`src/rtl/jtag_master.sv`:
```
// JTAG master: shifts 1..64 TMS or TDI bits per command at a fixed TCK rate
// and returns the captured TDO bits through a valid/ready response.
module jtag_master #(
    parameter int CLK_DIV = 5
) (
    input  logic        clk_i,
    input  logic        rst_i,
    input  logic        cmd_valid_i,
    output logic        cmd_ready_o,
    input  logic        cmd_mode_i,
    input  logic [5:0]  cmd_len_i,
    input  logic [63:0] cmd_data_i,
    input  logic        cmd_tms_last_i,
    output logic        rsp_valid_o,
    input  logic        rsp_ready_i,
    output logic [63:0] rsp_data_o,
    output logic        tck_o,
    output logic        tms_o,
    output logic        tdi_o,
    input  logic        tdo_i
);

    typedef enum logic [1:0] {IDLE, LOW, HIGH, RESP} state_t;

    state_t      r_state;
    logic [7:0]  r_phase;
    logic [6:0]  r_bit;
    logic        r_mode;
    logic [5:0]  r_len;
    logic [63:0] r_data;
    logic        r_tms_last;
    logic        r_tck;
    logic        r_tms;
    logic        r_tdi;
    logic        r_cmd_ready;
    logic        r_rsp_valid;
    logic [63:0] r_rsp;

    logic        w_phase_done;
    logic        w_last;
    logic [5:0]  w_nidx;
    logic        w_nxt_tms;
    logic        w_nxt_tdi;
    logic        w_c0_tms;
    logic        w_c0_tdi;

    assign w_phase_done = (r_phase == 8'(CLK_DIV - 1));
    assign w_last       = (r_bit == {1'b0, r_len});
    assign w_nidx       = r_bit[5:0] + 6'd1;

    // TMS only follows data in TMS mode; in shift mode it rises on the last bit
    assign w_nxt_tms = r_mode ? ((w_nidx == r_len) & r_tms_last)
                              : r_data[w_nidx];
    assign w_nxt_tdi = r_mode & r_data[w_nidx];
    assign w_c0_tms  = cmd_mode_i ? ((cmd_len_i == 6'd0) & cmd_tms_last_i)
                                  : cmd_data_i[0];
    assign w_c0_tdi  = cmd_mode_i & cmd_data_i[0];

    always_ff @(posedge clk_i) begin
        if (rst_i) begin
            r_state     <= IDLE;
            r_phase     <= 8'd0;
            r_bit       <= 7'd0;
            r_mode      <= 1'b0;
            r_len       <= 6'd0;
            r_data      <= 64'd0;
            r_tms_last  <= 1'b0;
            r_tck       <= 1'b0;
            r_tms       <= 1'b1;
            r_tdi       <= 1'b0;
            r_cmd_ready <= 1'b1;
            r_rsp_valid <= 1'b0;
            r_rsp       <= 64'd0;
        end else begin
            unique case (r_state)
                IDLE: begin
                    if (cmd_valid_i) begin
                        r_mode      <= cmd_mode_i;
                        r_len       <= cmd_len_i;
                        r_data      <= cmd_data_i;
                        r_tms_last  <= cmd_tms_last_i;
                        r_tms       <= w_c0_tms;
                        r_tdi       <= w_c0_tdi;
                        r_rsp       <= 64'd0;
                        r_phase     <= 8'd0;
                        r_bit       <= 7'd0;
                        r_cmd_ready <= 1'b0;
                        r_state     <= LOW;
                    end
                end
                LOW: begin
                    if (w_phase_done) begin
                        r_phase <= 8'd0;
                        r_tck   <= 1'b1;
                        r_state <= HIGH;
                    end else begin
                        r_phase <= r_phase + 8'd1;
                    end
                end
                HIGH: begin
                    if (w_phase_done) begin
                        r_phase            <= 8'd0;
                        r_tck              <= 1'b0;
                        r_rsp[r_bit[5:0]] <= tdo_i;
                        if (w_last) begin
                            r_rsp_valid <= 1'b1;
                            r_state     <= RESP;
                        end else begin
                            r_bit   <= r_bit + 7'd1;
                            r_tms   <= w_nxt_tms;
                            r_tdi   <= w_nxt_tdi;
                            r_state <= LOW;
                        end
                    end else begin
                        r_phase <= r_phase + 8'd1;
                    end
                end
                RESP: begin
                    if (rsp_ready_i) begin
                        r_rsp_valid <= 1'b0;
                        r_cmd_ready <= 1'b1;
                        r_state     <= IDLE;
                    end
                end
                default: r_state <= IDLE;
            endcase
        end
    end

    assign cmd_ready_o = r_cmd_ready;
    assign rsp_valid_o = r_rsp_valid;
    assign rsp_data_o  = r_rsp;
    assign tck_o       = r_tck;
    assign tms_o       = r_tms;
    assign tdi_o       = r_tdi;

endmodule
```
`config.mk`:
```
export PLATFORM = sky130hd
export DESIGN_NAME = jtag_master
export DESIGN_NICKNAME = d
export VERILOG_FILES = /design/src/rtl/jtag_master.sv
export SDC_FILE = /design/constraint.sdc
export NUM_CORES = 1
export LEC_CHECK = 0
export CAP_MARGIN = 20
export CORE_ASPECT_RATIO = 0.75
export CORE_MARGIN = 2
export CORE_UTILIZATION = 56
export DETAILED_ROUTE_END_ITERATION = 10
export PLACE_DENSITY = 0.86
export SYNTH_ARGS = -nofsm -noshare
export SYNTH_HDL_FRONTEND = slang
export SYNTH_SLANG_ARGS = --single-unit
```
`constraint.sdc`:
```
create_clock -name clk_i -period 7.4 [get_ports clk_i]
set_clock_uncertainty 0.1 [all_clocks]
set_input_delay 1.85 -clock clk_i [delete_from_list [all_inputs] [get_ports clk_i]]
set_output_delay 1.85 -clock clk_i [all_outputs]
set_load 0.02 [all_outputs]
```
## Yosys cells after proc, flatten, opt, wreduce, memory -nomap -nowiden

Cells that the tools add are included.

| storage, ports and cells | value |
|---|---|
| logic and storage cells | 93 |
| flip-flop bits (word level) | 158 |
| bits of input ports | 77 |
| output and inout bits | 69 |

| cells by class | value |
|---|---|
| multiplexer cells | 41 |
| add/subtract/negate cells | 3 |
| reductions and logical operators | 17 |
| equal/unequal tests | 12 |
| order comparisons | 3 |
| bitwise operators | 4 |

Operators by type and width:

| cell | number |
|---|---|
| two-way mux 64 bit | 2 |
| case mux 64 bit (2 select lines) | 1 |
| bitwise mux 64 bit | 1 |
| two-way mux 7 bit | 3 |
| two-way mux 1 bit | 17 |
| two-way mux 8 bit | 2 |
| case mux 8 bit (2 select lines) | 1 |
| < comparator 6 x 7 -> 1 bit, second input constant | 2 |
| case mux 7 bit (2 select lines) | 1 |
| != test 2 bit, second input constant | 6 |
| AND reduction 4 bit | 3 |
| two-way mux 2 bit | 5 |
| case mux 1 bit (2 select lines) | 5 |
| nonzero test 2 bit | 5 |
| AND reduction 3 bit | 3 |
| adder 8 x 1 -> 8 bit, second input constant | 1 |
| == test 8 x 3 -> 1 bit, second input constant | 1 |
| case mux 2 bit (4 select lines) | 1 |
| adder 7 x 1 -> 7 bit, second input constant | 1 |
| == test 7 x 6 -> 1 bit | 1 |
| adder 6 x 1 -> 6 bit, second input constant | 1 |
| binary-select mux 1 bit (select 6 bit) | 1 |
| demux 1 bit (select 6 bit) | 1 |
| == test 6 bit | 1 |
| 9 further kinds | 14 |

## Longest topological paths before layout

| depth | value |
|---|---|
| word-level depth | 7 |
| mapped depth | 10 |
| depth with buffers taken out | 8 |

## Least setup slack after synthesis

OpenSTA, ideal clock, no wires.

| timing | value |
|---|---|
| kind | input-to-reg |
| start | in cmd_len_i[1] |
| end | reg r_tms (netlist: tms_o) |
| required time | 7.241 ns |
| cell stages on the path | 5 |
| data arrival time | 3.090 ns |
| path buffers | 0 |
| path slack | 4.151 ns |
| path through | or4_1 nor4b_1 mux2i_1 a211oi_1 a221o_1 |

| between the ends | value |
|---|---|
| word-level cells in the longest chain between the ends | 5 |

Ends and longest elaborated chain:

| element | RTL line | text |
|---|---|---|
| start, declared | 11 | `input logic [5:0] cmd_len_i,` |
| logical NOT 6 bit | 55 | `assign w_c0_tms = cmd_mode_i ? ((cmd_len_i == 6'd0) & cmd_tms_last_i)` |
| bitwise AND 1 bit | 55 |  |
| two-way mux 1 bit | 55 |  |
| two-way mux 1 bit | 77 | `if (cmd_valid_i) begin` |
| case mux 1 bit (2 select lines) | 75 | `unique case (r_state)` |
| end signal, assigned | 82 | `r_tms <= w_c0_tms;` |
| end signal, assigned | 110 | `r_tms <= w_nxt_tms;` |
| end, declared | 33 | `logic r_tms;` |

Every way passes these cells. The select of a mux whose other input is x is not followed.
A chain may end at the register's enable or synchronous reset.

## Final worst setup path

| timing | value |
|---|---|
| start | in cmd_valid_i |
| end | reg r_rsp[4] (netlist: rsp_data_o[4]) |

| between the ends | value |
|---|---|
| word-level cells in the longest chain between the ends | 2 |

Ends and longest elaborated chain:

| element | RTL line | text |
|---|---|---|
| start, declared | 8 | `input logic cmd_valid_i,` |
| != test 2 bit (no source line) | - |  |
| AND reduction 3 bit (no source line) | - |  |
| end signal, assigned by index | 104 | `r_rsp[r_bit[5:0]] <= tdo_i;` |
| end, declared | 37 | `logic [63:0] r_rsp;` |

Every way passes these cells.

==> results.cfg <==
[placement]
dp.final_hpwl_um = 13400
placed_area_mm2 = 0.00882
gp_congestion = 0.903
io_buffers = 145

[timing]
finalSetupViolCount = 0
max-slew-margin-rel_pct = 34.1
clock.fmax_mhz = 252
fin_crit_ns = 3.96
period_share_pct = 53.6
rsz0062_at_grt = false
tightest_slew_ns = 0.988
drv_slew = 0
finalHoldViolCount = 0
fin_setup_tns_ns = 0

[detailed_routing]
vias = 7282
ant_nets = 0
routedWlPerCell_um = 17.2
drc = 0
first_pass_iters = 5
viasPerCell = 5.96
first_iter_violations = 852
routed_wl_um = 21000

[clocking]
worstSkewPairLatency_ns = 0.42
cts-resized-gates = 0
clockBufferDepth = 2
cts_hold_buffers = 0
clkTransAtPathRegs_ns = 0.06
cts_sinks = 158
cts_max_level = 4
cts_made_buffers = 17
cts_tree = built
post_cts_buffers = 0
cts_root_buf = clkbuf_16

[die]
ioPinCount = 146
core_mm2 = 0.0129
start_util_pct = 57.2
die_width_um = 137
die_h_um = 103
die_area_mm2 = 0.0141
rows = 36

[finish]
drive_gt1_share_pct = 5.90
fin_area_mm2 = 0.00941
utilization_pct = 72.8
diodes = 0
layout.nets = 1125
area_delta_synth_final_pct = 27.3

[job]
maxCapViolations = 0

[yosys]
synth_xor_area_share_pct = 2.37
syn-instance-count = 940
yosys_warnings = 0
synth_cell_type_count = 52
synth.largest_area_cell = dfxtp_1
synth_edf_count = 0
syn_area_mm2 = 0.00739
synth-simple-area-share_pct = 22.6
synth.most_common_cell = nand2_1
synth_top_area_share_pct = 42.8
synth_top_family_by_area = simple AND/OR/NAND/NOR gates
avgSynthCellArea_um2 = 7.86
synth_adder_area_share_pct = 1.19
synth_flop_cell = dfxtp_1
yosysSeqAreaShare_pct = 42.8
synthTopCellsByCount = nand2_1, dfxtp_1, nor2_1
synth-compound-area-share_pct = 20.2
syn-num-nets = 1024
async_flop_share_pct = 0
synth_mux_area_share_pct = 6.26
synth_area_leaders = dfxtp_1, nand2_1, a22oi_1
ys_ff_latch = 158

[global_routing]
grt_pass1_vias = 6766
antenna_found_initial = 0
grt_max_degree = 98
grt_pass1_wl_um = 33400
grt_usage_pct = 30.2
overflow = 0

[critical_path]
critPathRequiredTime_ns = 7.64
cp-end-kind = flip-flop
worstPathArrival_ns = 4.21
criticalPathCategory = in -> reg
startpoint_type = input port
crit_fanout = 9

[pwr]
p_leak_nw = 3.35
powerDensity_mw_per_mm2 = 285
peakVddDrop_mv = 0.230

[outcome]
status = finished, final reports clean

[hold_path]
holdCritPathClass = reg -> reg
==> kinds of logic after synthesis <==
group | Yosys count
buffers and inverters | 81
and+or+nand+nor | 397
adders and majority gates | 7
xor gates and xnor gates | 20
muxes | 26
AOI/OAI and AO/OA | 251
DFF | 158
==> state kept, by name (all words and copies together), names as in the netlist <==
name / flops
r_mode: 1
rsp_valid_o: 1
r_bit: 7
tms_o: 1
r_state: 2
r_len: 6
r_tms_last: 1
r_data: 64
tdi_o: 1
cmd_ready_o: 1
r_phase: 8
tck_o: 1
rsp_data_o: 64
==> metal layers <==
layer / routed length (µm) / global-route usage, % / vias up
met5: 0 / 0 / -
met4: 340 / 10.4 / 0
met3: 1940 / 7.12 / 37
met2: 9810 / 47.6 / 385
met1: 8890 / 41.2 / 3421
li1: - / - / 3439
==> metrics by stage <==
step	setup WS (ns)	hold slack (ns)	power (mW)	instances
2_1_floorplan	4.15	0.333	1.62	940
3_3_place_gp	3.14	0.341	1.80	1192
3_5_place_dp	3.12	0.343	1.82	1192
4_1_cts	3.54	0.352	2.67	1220
5_1_grt	3.33	0.372	2.84	1221
6_report	3.44	0.351	2.69	1221
==> where the power goes <==
group / switching (mW) / total [mW] / leakage [nW] / internal [mW]
Sequential: 0.0537 / 0.992 / 1.28 / 0.938
Clock: 0.327 / 0.841 / 0.273 / 0.514
Combinational: 0.553 / 0.854 / 1.80 / 0.301
==> final timing paths <==
kind / start / slack, ns / depth (start not counted) / end
worst max-delay path: cmd_valid_i / 3.44 / 6 / rsp_data_o[4]
worst min-delay path: r_data[62] / 0.35 / 2 / r_data[62]
worst max register to register: r_state[0] / 4.23 / 9 / tdi_o
worst min register to register: r_data[62] / 0.35 / 2 / r_data[62]
==> cell type report <==
cell class                      instances  area [µm²]
Timing Repair Buffer                  153        1530
Tap cell                              171         214
Multi-Input combinational cell        701        3910
Inverter                               10        37.5
Clock buffer                           21         470
Fill cell                             995        3520
Sequential cell                       158        3160
Clock inverter                          7        90.1
==> layout by cell type, fill, tap and decap left out, types with 6 or more instances in the layout <==
cell type	netlist	routed
clkdlybuf4s50_1	0	144
xor2_1	6	6
a22oi_1	63	63
xnor2_1	14	14
nand2b_1	9	9
nand3_1	14	14
nand2_1	233	232
buf_4	2	8
a21oi_1	90	90
ha_1	7	6
nor2_1	96	96
dfxtp_1	158	158
nand4_1	8	8
inv_1	10	10
o21ai_0	73	73
mux2i_1	8	8
mux4_2	16	16
clkbuf_16	0	17
==> worst max-delay path, stage by stage <==
cell	delay, ns
clkdlybuf4s50_1	0.53
nand2b_1	0.24
nand4_1	0.34
nor2_1	0.88
a22oi_1	0.23
nor2_1	0.14
Power figures use the tool's default switching activity.
